<file path="src/rtl/mem_wb_stage.sv">
// Memory stage and MEM/WB pipeline latch: issues the data-cache request, holds it
// until dhit, and registers the selected writeback data for the register file.
module mem_wb_stage #(
   parameter int unsigned DATA_W = 32,
   parameter int unsigned REG_W  = 5
) (
   input  logic              CLK,
   input  logic              nRST,
   input  logic              en,
   input  logic              flush,
   input  logic              dREN_in,
   input  logic              dWEN_in,
   input  logic [DATA_W-1:0] portO_in,
   input  logic [DATA_W-1:0] dmemstore_in,
   input  logic              regWr_in,
   input  logic [REG_W-1:0]  wsel_in,
   input  logic [1:0]        memToReg_in,
   input  logic [DATA_W-1:0] luiValue_in,
   input  logic [DATA_W-1:0] pc4_in,
   input  logic              halt_in,
   input  logic              dhit,
   input  logic [DATA_W-1:0] dmemload,
   output logic              dmemREN,
   output logic              dmemWEN,
   output logic [DATA_W-1:0] dmemaddr,
   output logic [DATA_W-1:0] dmemstore,
   output logic              mem_stall,
   output logic              regWr_out,
   output logic [REG_W-1:0]  wsel_out,
   output logic [DATA_W-1:0] wdat_out,
   output logic              halt_out
);

   typedef enum logic [1:0] {
      IDLE = 2'd0,
      WAIT = 2'd1,
      DONE = 2'd2
   } state_e;

   state_e            state_q, state_d;
   logic [DATA_W-1:0] load_buf_q, load_buf_d;
   logic              regWr_d, halt_d;
   logic [REG_W-1:0]  wsel_d;
   logic [DATA_W-1:0] wdat_d;
   logic              memop;
   logic              req_live;
   logic [DATA_W-1:0] ld;
   logic [DATA_W-1:0] wb_sel;

   // A halted instruction never touches memory; a simultaneous read+write is a store.
   assign memop     = (dREN_in | dWEN_in) & ~halt_in;
   assign req_live  = memop & (state_q != DONE) & nRST;
   assign dmemWEN   = req_live & dWEN_in;
   assign dmemREN   = req_live & dREN_in & ~dWEN_in;
   assign dmemaddr  = portO_in;
   assign dmemstore = dmemstore_in;
   assign mem_stall = memop & (state_q != DONE) & ~dhit;

   // Once the access has completed but the pipeline is frozen, use the buffered load.
   assign ld = (state_q == DONE) ? load_buf_q : dmemload;

   always_comb begin
      wb_sel = portO_in;
      case (memToReg_in)
         2'd0: wb_sel = portO_in;
         2'd1: wb_sel = ld;
         2'd2: wb_sel = luiValue_in;
         2'd3: wb_sel = pc4_in;
         default: wb_sel = portO_in;
      endcase
   end

   // Access sequencing; en only matters at completion, so a stall-time advance leaves it alone.
   always_comb begin
      state_d    = state_q;
      load_buf_d = load_buf_q;
      case (state_q)
         IDLE, WAIT: begin
            if (memop) begin
               if (dhit) begin
                  if (!dWEN_in) load_buf_d = dmemload;
                  state_d = en ? IDLE : DONE;
               end else begin
                  state_d = WAIT;
               end
            end else begin
               state_d = IDLE;
            end
         end
         DONE: begin
            if (en) state_d = IDLE;
         end
         default: state_d = IDLE;
      endcase
   end

   always_comb begin
      regWr_d = regWr_out;
      wsel_d  = wsel_out;
      wdat_d  = wdat_out;
      halt_d  = halt_out;
      if (en) begin
         if (flush) begin
            regWr_d = 1'b0;
            wsel_d  = '0;
            wdat_d  = '0;
         end else begin
            regWr_d = regWr_in;
            wsel_d  = wsel_in;
            wdat_d  = wb_sel;
            halt_d  = halt_out | halt_in;
         end
      end
   end

   always_ff @(posedge CLK or negedge nRST) begin
      if (!nRST) begin
         state_q    <= IDLE;
         load_buf_q <= '0;
         regWr_out  <= 1'b0;
         wsel_out   <= '0;
         wdat_out   <= '0;
         halt_out   <= 1'b0;
      end else begin
         state_q    <= state_d;
         load_buf_q <= load_buf_d;
         regWr_out  <= regWr_d;
         wsel_out   <= wsel_d;
         wdat_out   <= wdat_d;
         halt_out   <= halt_d;
      end
   end

endmodule

</file>
<file path="config.mk">
export PLATFORM = sky130hd
export DESIGN_NAME = mem_wb_stage
export DESIGN_NICKNAME = d
export VERILOG_FILES = /design/src/rtl/mem_wb_stage.sv
export SDC_FILE = /design/constraint.sdc
export NUM_CORES = 1
export LEC_CHECK = 0
export CAP_MARGIN = 20
export CORE_ASPECT_RATIO = 0.75
export CORE_MARGIN = 2
export CORE_UTILIZATION = 36
export DETAILED_ROUTE_END_ITERATION = 7
export GPL_TIMING_DRIVEN = 0
export PLACE_DENSITY_LB_ADDON = 0.12
export REMOVE_ABC_BUFFERS = 1
export SLEW_MARGIN = 30
export SYNTH_ARGS = -nofsm -noshare
export SYNTH_HDL_FRONTEND = slang
export SYNTH_SLANG_ARGS = --single-unit
</file>
<file path="constraint.sdc">
create_clock -name CLK -period 1.4 [get_ports CLK]
set_input_delay 0.28 -clock CLK [delete_from_list [all_inputs] [get_ports CLK]]
set_output_delay 0.28 -clock CLK [all_outputs]
set_load 0.005 [all_outputs]
</file>
==> flow_summary.toml, run 1 <==
[run_status]
status = "finished with violations"
violations = "negative hold slack, negative setup slack"

[floorplan]
dieArea_sq_um = 15140
ioPinCount = 282
die_h_um = 107.1
std_cell_rows = 37
core_sq_um = 13800
initial_core_util_pct = 36.96
fp.dieW_um = 141.4

[sta]
worst_hold_slack_ns = -0.08273
finalSetupViolCount = 35
tightest_slew_ns = 0.5628
min_period_over_period_pct = 116.5
finalCriticalPeriod_ns = 1.631
finalClockSkew_ns = 0.007191
rsz0062_at_grt = "true"
relSlewSlack_pct = 62.35
fmax_mhz = 613.0
hold_viol_final = 61
drv_slew = 0
tns_ns = -6.010
fin_ws_ns = -0.2313

[critical_path]
slowest_delay_ns = 0.41
cp-start-kind = "register"
crit_chain = "nor2_2, nand4b_1, buf_6, buf_12, clkbuf_16, mux2_2"
arrival_ns = 1.84
crit_start = "state_q[1]"
cp_max_fo = 8
cp.required_ns = 1.61
cp-end-kind = "register"
r2r_start = "state_q[1]"
critPathKind = "reg2reg"
crit_path_end = "load_buf_q[17]"
slowest_stage = "dfrtp_1"
rrSetupSlack_ns = -0.23
r2r_cells = 6
r2r_end = "load_buf_q[17]"

[placed_design]
io_buffers = 217
dpl.hpwl_um = 10800
dp_cells = 797
gp_congestion = 0.7430

[synthesis]
synthesis.area_sq_um = 5099
syn-instance-count = 499
synth_top_flop_cell = "dfrtp_1"
yosys_warnings = 0
yosysTopAreaCell = "dfrtp_1"
synth_seq_cells = 73
synth_area_leaders = "dfrtp_1 (36%), buf_4 (10%), mux2_2 (7.1%)"
yosysSeqAreaShare_pct = 35.83
synth_most_common_cell = "dfrtp_1"
async_reset_ff_share_pct = 100.0
synth_common_cells = "dfrtp_1 (73), buf_4 (69), nand2_1 (34)"
yosysTopAreaCellShare_pct = 35.83
syn_avg_cell_area_sq_um = 10.22
synth_edf_count = 0
ys_types = 28

[cts]
clkTransAtPathRegs_ns = 0.06
cts_max_path_buffers = 2
cts_tree = "yes"
cts_buffers = 9
cts-root-buf = "clkbuf_16"
cts_hold_buffers = 1
cts_num_sinks = 73
clock_latency_ns = 0.33
htree_levels = 3

[flow_run]
cap_violations = 0

[layout]
syn2layout_area_growth_pct = 49.37
final_cells = 836
final_nets = 832
n_antenna_cell = 0
drive_gt1_share_pct = 20.57

[pwr]
p_leak_nw = 3.168
max-vdd-ir-drop_v = 0.0006223
p_per_area_nw_per_um2 = 910.0

[min_path]
hold_path_class = "in2async"

[grt]
grt_pass1_wl_um = 23650
grt_use_total_pct = 20.12
grt_start_max_net_pins = 64
gr-total-overflow = 0
grt_pass1_vias = 4379
antenna_found_initial = 0

[drt]
first_pass_iters = 4
initialDrtViolationCount = 139
drc = 0
ant_nets = 0
routed_via_density = 5.203
drt-total-wl_um = 15630
wl_per_cell_um = 18.70
vias = 4350
==> registers in the layout, summed over array words and instances (netlist names) <==
signal / count
state_q: 2
wsel_out: 5
wdat_out: 32
halt_out: 1
regWr_out: 1
load_buf_q: 32
==> per-layer routing <==
| layer | part of all wire, % | global-route usage, % |
|---|---|---|
| met1 | 45 | 26.33 |
| met2 | 42 | 30.55 |
| met3 | 11 | 9.111 |
| met4 | 1.2 | 4.214 |
| met5 | 0 | 1.404 |
==> report_power, final <==
| part | total (mW) | leakage (nW) | switching [mW] | internal, mW |
|---|---|---|---|---|
| logic | 1.79 | 2.10 | 0.668 | 1.12 |
| registers | 2.62 | 0.912 | 0.163 | 2.46 |
| clock network | 2.52 | 0.155 | 0.866 | 1.66 |
==> how the worst min path moves through the flow <==
stage	to	cells after the start
finish	wsel_out[4]	2
global route	wsel_out[4]	2
CTS	wsel_out[4]	2
detailed placement	wsel_out[1]	1
global placement	state_q[0]	1
floorplan	halt_out	0
==> placed cells by master, fill, tap and decap left out, types with 2 or more instances in the layout <==
cell type,count
mux2_2,32
nand2_1,34
o31ai_1,32
dlygate4sd2_1,76
clkinvlp_4,2
clkbuf_8,2
nand3b_1,5
buf_12,9
nor2b_1,32
buf_4,9
clkdlybuf4s50_1,134
inv_1,7
mux2i_2,3
buf_6,8
clkbuf_16,11
a41oi_1,24
a41oi_2,8
buf_8,2
and2b_4,2
or3_1,32
or3b_1,32
o21ai_0,6
dfrtp_1,73
mux2i_1,29
a21bo_2,32
buf_2,3
bufinv_16,2
buf_16,6
==> layout make-up <==
cell class	count	area (sq um)
Clock inverter	4	75.07
Timing Repair Buffer	250	2615
Tap cell	175	219.0
Inverter	7	26.28
Multi-Input combinational cell	315	2597
Sequential cell	73	1827
Fill cell	1276	6180
Clock buffer	12	256.5
==> through the flow <==
| stage | total power [mW] | setup slack (ns) | cell area (sq um) | hold WS, ns | util, % |
|---|---|---|---|---|---|
| final | 6.931 | -0.2313 | 7616 | -0.08273 | 55.21 |
| after global routing | 7.313 | -0.3135 | 7616 | -0.06328 | 55.21 |
| after CTS | 7.021 | -0.2035 | 7543 | -0.07200 | 54.68 |
| after detailed placement | 4.460 | -0.9996 | 7007 | 0.1102 | 50.79 |
| after global placement | 4.394 | -3.472 | 6788 | 0.4420 | 49.20 |
| after floorplan | 3.346 | -1.708 | 4397 | -0.01559 | - |
==> critical path: cells and delay by family, from the launching register on <==
family / cells / cell delay [ns]
buf+inv: 3 / 0.49
flops: 1 / 0.41
mux: 1 / 0.26
simple gates: 2 / 0.36
==> cell families (layout without fill, tap and decap cells) <==
group,count (synthesis),after routing,synth area share (%)
flip-flops,73,73,35.83
buffers and inverters,112,273,14.28
AO/OA/AOI/OAI,104,104,18.50
multiplexers,64,64,13.35
AND/OR/NAND/NOR,146,147,18.04
==> timing repair <==
action,CTS,global route
buffers inserted,15,3
gates cloned,3,2
endpoints found under the hold margin,12,61
setup endpoints to repair,142,67
pin swaps,2,3
resized for setup,111,8
Power figures use the tool's default switching activity.
==> run 2, diff against run 1 <==
Settings changed: CTS_BUF_LIST from default to sky130_fd_sc_hd__clkbuf_16.
==> run 2 against run 1 <==
  * The flow still finishes with violations (negative hold slack, negative setup slack)
  * Count of clock-buffer cells in the layout is 3 lower
  * Die area unchanged
  * Clock power decreased by 4%
  * Critical path depth decreased by 2
  * Combinational power hardly changed
  * Register-to-register slack improved by 0.06 ns
  * Cell count grew 0.24%
  * Sequential power barely moved
  * Wire length decreased by 0.19%
  * Worst hold slack barely moved
  * Cell area is essentially flat
  * Flip-flop and latch count unchanged
  * Largest power group unchanged
==> flow_summary.toml, run 2 (same netlist as run 1, synthesis figures left out) <==
[critical_path]
slowest_stage = "dfrtp_1"
rrSetupSlack_ns = -0.17
cp.required_ns = 1.12
cp-start-kind = "register"
cp_max_fo = 5
r2r_cells = 6
crit_start = "state_q[1]"
critPathKind = "reg2out"
critical_path.top_delay_family = "flip-flops"
r2r_end = "load_buf_q[17]"
arrival_ns = 1.32
crit_chain = "nor2b_4, buf_4, nor4_2, buf_2"
crit_path_end = "mem_stall"
slowest_delay_ns = 0.41
r2r_start = "state_q[1]"
cp.depth = 4
critPathBufInv = 2
cp-end-kind = "primary output"

[grt]
gr-total-overflow = 0
grt_pass1_wl_um = 23630
antenna_found_initial = 0
grt_start_max_net_pins = 64
grt_use_total_pct = 20.12
grt_pass1_vias = 4386

[pwr]
p_leak_nw = 3.178
max-vdd-ir-drop_v = 0.0005369
p_total_mw = 6.865
p_per_area_nw_per_um2 = 900.6

[cts]
cts_max_path_buffers = 2
cts_buffers = 9
cts-root-buf = "clkbuf_16"
cts_tree = "yes"
clock_latency_ns = 0.33
htree_levels = 3
cts_num_sinks = 73
cts_hold_buffers = 1
clkTransAtPathRegs_ns = 0.06

[sta]
finalClockSkew_ns = 0.008510
fmax_mhz = 625.9
rsz0062_at_grt = "true"
relSlewSlack_pct = 62.15
finalSetupViolCount = 60
min_period_over_period_pct = 114.1
fin_ws_ns = -0.1977
tightest_slew_ns = 0.5659
worst_hold_slack_ns = -0.08297
hold_viol_final = 61
finalCriticalPeriod_ns = 1.598
drv_slew = 0

[layout]
n_antenna_cell = 0
reg_top3 = "load_buf_q x32, wdat_out x32, wsel_out x5"
syn2layout_area_growth_pct = 49.50
final_nets = 834
layout_commonest_cell = "clkdlybuf4s50_1"
drive_gt1_share_pct = 21.42
final_cell_mix = "clkdlybuf4s50_1 (134), dlygate4sd2_1 (76), dfrtp_1 (73), nand2_1 (34)"

[drt]
first_pass_iters = 5
initialDrtViolationCount = 127
drt-total-wl_um = 15600
ant_nets = 0
drc = 0
routed_via_density = 5.195
vias = 4353
wl_per_cell_um = 18.62

[placed_design]
dpl.hpwl_um = 10800
gp_congestion = 0.7430
io_buffers = 217

[flow_run]
cap_violations = 0

[floorplan]
initial_core_util_pct = 36.96
std_cell_rows = 37
ioPinCount = 282
die_h_um = 107.1
core_sq_um = 13800
dieArea_sq_um = 15140
fp.dieW_um = 141.4

[run_status]
violations = "negative hold slack, negative setup slack"
status = "finished with violations"

[min_path]
hold_path_class = "in2async"
run 2: how the worst min path moves through the flow:
stage	end	slack (ns)	depth (start not counted)
global route	wsel_out[4]	-0.06	2
floorplan	halt_out	-0.02	0
detailed placement	wsel_out[1]	0.11	1
CTS	wsel_out[4]	-0.07	2
global placement	state_q[0]	0.44	1
finish	wsel_out[4]	-0.08	2
run 2: area by class of cell:
cell class	instances	area [sq um]
inverter	7	26.28
clock inverter	7	86.33
multi-input combinational	315	2645
tap	175	219.0
fill	1270	6173
clock buffer	9	225.2
sequential	73	1827
timing repair buffer	252	2594
run 2: per-layer routing:
| layer | part of all wire (%) | vias up | global-route usage (%) |
|---|---|---|---|
| met2 | 43 | 190 | 30.55 |
| met5 | 0 | - | 1.404 |
| met4 | 0.98 | 0 | 4.214 |
| li1 | - | 2071 | - |
| met1 | 46 | 2078 | 26.33 |
| met3 | 9.9 | 14 | 9.111 |
run 2: where the power goes:
part	switching, mW	leakage, nW	internal [mW]
sequential	0.177	0.912	2.46
combinational	0.673	2.12	1.14
clock	0.874	0.148	1.54
total	1.72	3.18	5.14
run 2: through the flow:
step	cells	utilization (%)	TNS, ns	setup WS [ns]	area, sq um
after floorplan	394	-	-85.43	-1.708	4397
after global placement	786	49.20	-404.47	-3.472	6788
after detailed placement	797	50.79	-53.38	-0.9996	7007
after CTS	832	54.42	-4.576	-0.2058	7507
after global routing	838	55.25	-9.312	-0.2520	7622
final	838	55.25	-4.503	-0.1977	7622
run 2: what timing repair did:
| action | CTS | global route |
|---|---|---|
| pin swaps | 2 | 3 |
| endpoints found under the setup margin | 142 | 67 |
| endpoints found under the hold margin | 12 | 61 |
| resized for setup | 110 | 20 |
| cloned | 3 | 2 |
| setup buffers | 15 | 7 |
==> RTL edit, RTL diff (flow settings as in run 1) <==
The parameter `DATA_W` goes from 32 to 48.
--- a/src/rtl/mem_wb_stage.sv
+++ b/src/rtl/mem_wb_stage.sv
@@ -1,7 +1,7 @@
 // Memory stage and MEM/WB pipeline latch: issues the data-cache request, holds it
 // until dhit, and registers the selected writeback data for the register file.
 module mem_wb_stage #(
-   parameter int unsigned DATA_W = 32,
+   parameter int unsigned DATA_W = 48,
    parameter int unsigned REG_W  = 5
 ) (
    input  logic              CLK,
Interface: changed (8 resized); port bits go from 282 to 410. The function was not compared with the original's and may differ.
==> RTL edit against run 1 <==
The run still ends with negative hold slack, negative setup slack left. Setup slack worse by 0.084 ns. Power is 35% higher. Routed wire length is 72% higher. Area after synthesis is 46% higher. Cell area is 46% higher. Sequential share of layout area is 0.41 points lower. Sequential cell count is 32 higher. Global-route usage is 3.5 points higher. Critical path type unchanged. Largest cell class is now multi-input gates. Highest routed layer is now met5.
==> RTL edit: results (changes against run 1) <==
metric	value	unit	change
routing usage on met1	30.94	%	+4.6 points
pwr/cell area	837.0	nW/µm²	-8.0%
TNS Setup	-16.48	ns	-10.47 ns
Seq/Total Area, Yosys	35.38	%	-0.44 points
Final setup viols	99		+180%
M1 wire length	11.87	mm	+67%
HP Class	input port to async pin		
Final Hold Viols	47		-23%
Leak	4.632	nW	+46%
Root Driver	clkbuf_16		
Wirelength per Cell	22.28	µm	+19%
Synth Area in Compound Gates	17.66	%	-0.85 points
synth top area cells	dfrtp_1 (35%), buf_4 (10%), a21bo_2 (6.5%), mux2i_1 (6.5%), a41oi_1 (5.7%)		
first-pass detailed-route iteration total	5		+1
GR Util met2	35.01	%	+4.5 points
hpwl dp	18.11	mm	+68%
switch share	27.14	%	+2.7 points
failing checks	negative hold slack, negative setup slack		
metal3 WL	3.047	mm	+76%
GRT Overall Usage	23.65	%	+3.5 points
Synth Cell Area	7426	µm²	+46%
DR vias/cell	5.446		+4.7%
clock tree buffer depth	2		unchanged
mux share of post-synthesis cell area	13.75	%	+0.40 points
synth cell count leaders	dfrtp_1 (105), buf_4 (103), nand2_1 (50), nor2b_1 (50)		
CP Max Fanout	7		-1
largest registers	load_buf_q: 48 flops, wdat_out: 48 flops, wsel_out: 5 flops		
ys async rst share	100.0	%	unchanged
number of global-route vias before repair	6645		+52%
WHS	-0.1729	ns	-0.09020 ns
FILL cells	1801		+41%
Power Sequential	0.00384	W	+47%
count of cell types in the netlist	27		-3.6%
status	complete, but fails checks		
Top Layer Used	met5		
critical path's largest stage delay	0.39	ns	-0.02 ns
final setup margin	-0.3151	ns	-0.08378 ns
XOR/XNOR Fraction of Synth Area	0	%	unchanged
worst vdd ir	596.1	µV	-4.2%
clock slew seen by the registers of the worst setup and hold paths	0.07	ns	
Routed Wire Length	26.84	mm	+72%
worst skew pair latency	0.35	ns	+0.02 ns
initial DRC count	369		+170%
met2 wire len	11.52	mm	+74%
first-pass GRT wire length	39.31	mm	+66%
clk_skew	0.009823	ns	+0.002632 ns
ys flop type	dfrtp_1		
Clk pwr share	27.4	%	-9.0 points
Avg Cell Area, Syn	10.17	µm²	-0.44%
largest net degree at the start of global routing	80		+25%
port bufs	313		+44%
Slew headroom	60.61	%	-1.7 points
RePlAce Congestion	0.7896		+6.3%
RTL edit: changes by cell type after synthesis, sizes merged, moves of 17 or more:
cell | run 1 | this run
or3b | 32 | 49
buf | 87 | 127
dfrtp | 73 | 105
nor2b | 33 | 50
RTL edit: kinds of logic after synthesis:
group                  after synthesis
AND/OR/NAND/NOR                    208
buffers and inverters              168
AO/OA/AOI/OAI                      153
flip-flops                         105
multiplexers                        96
RTL edit: final timing paths:
path	start	to	slack [ns]	cells past startpoint
min in group CLK	en	state_q[1]	0.24	2
hold reg to reg	halt_out	halt_out	0.46	1
setup reg to reg	state_q[1]	load_buf_q[40]	-0.32	7
setup / recovery	state_q[1]	load_buf_q[40]	-0.32	7
hold / removal	nRST	regWr_out	-0.17	1
max in group asynchronous	nRST	wdat_out[19]	0.91	2
RTL edit: layout make-up:
class	count	area, µm²	area share (%)
Inverter	7	26.28	0.2358
Sequential cell	105	2628	23.58
Tap cell	258	322.8	2.897
Multi-Input combinational cell	458	3990	35.80
Timing Repair Buffer	362	3891	34.92
Clock inverter	4	53.80	0.4828
Clock buffer	11	232.7	2.088
RTL edit: worst reg2reg max path, stage by stage (launching register included):
cell and delay (ns):
dfrtp_1 0.39, buf_6 0.13, nor4b_4 0.26, buf_4 0.17, buf_6 0.10, buf_12 0.11
buf_12 0.13, mux2_4 0.30
RTL edit: what timing repair did:
item	CTS	global route
gates cloned	6	2
buffers inserted	27	6
resized for setup	205	37
hold endpoints to repair	47	47
setup endpoints to repair	205	100
pin swaps	9	10
RTL edit: through the flow:
step           cell area, µm²  worst slack, ns
2_1_floorplan            6311           -2.838
3_3_place_gp             9767           -7.381
3_5_place_dp            10120           -1.144
4_1_cts                 10970          -0.3160
5_1_grt                 11140          -0.3860
6_report                11140          -0.3151
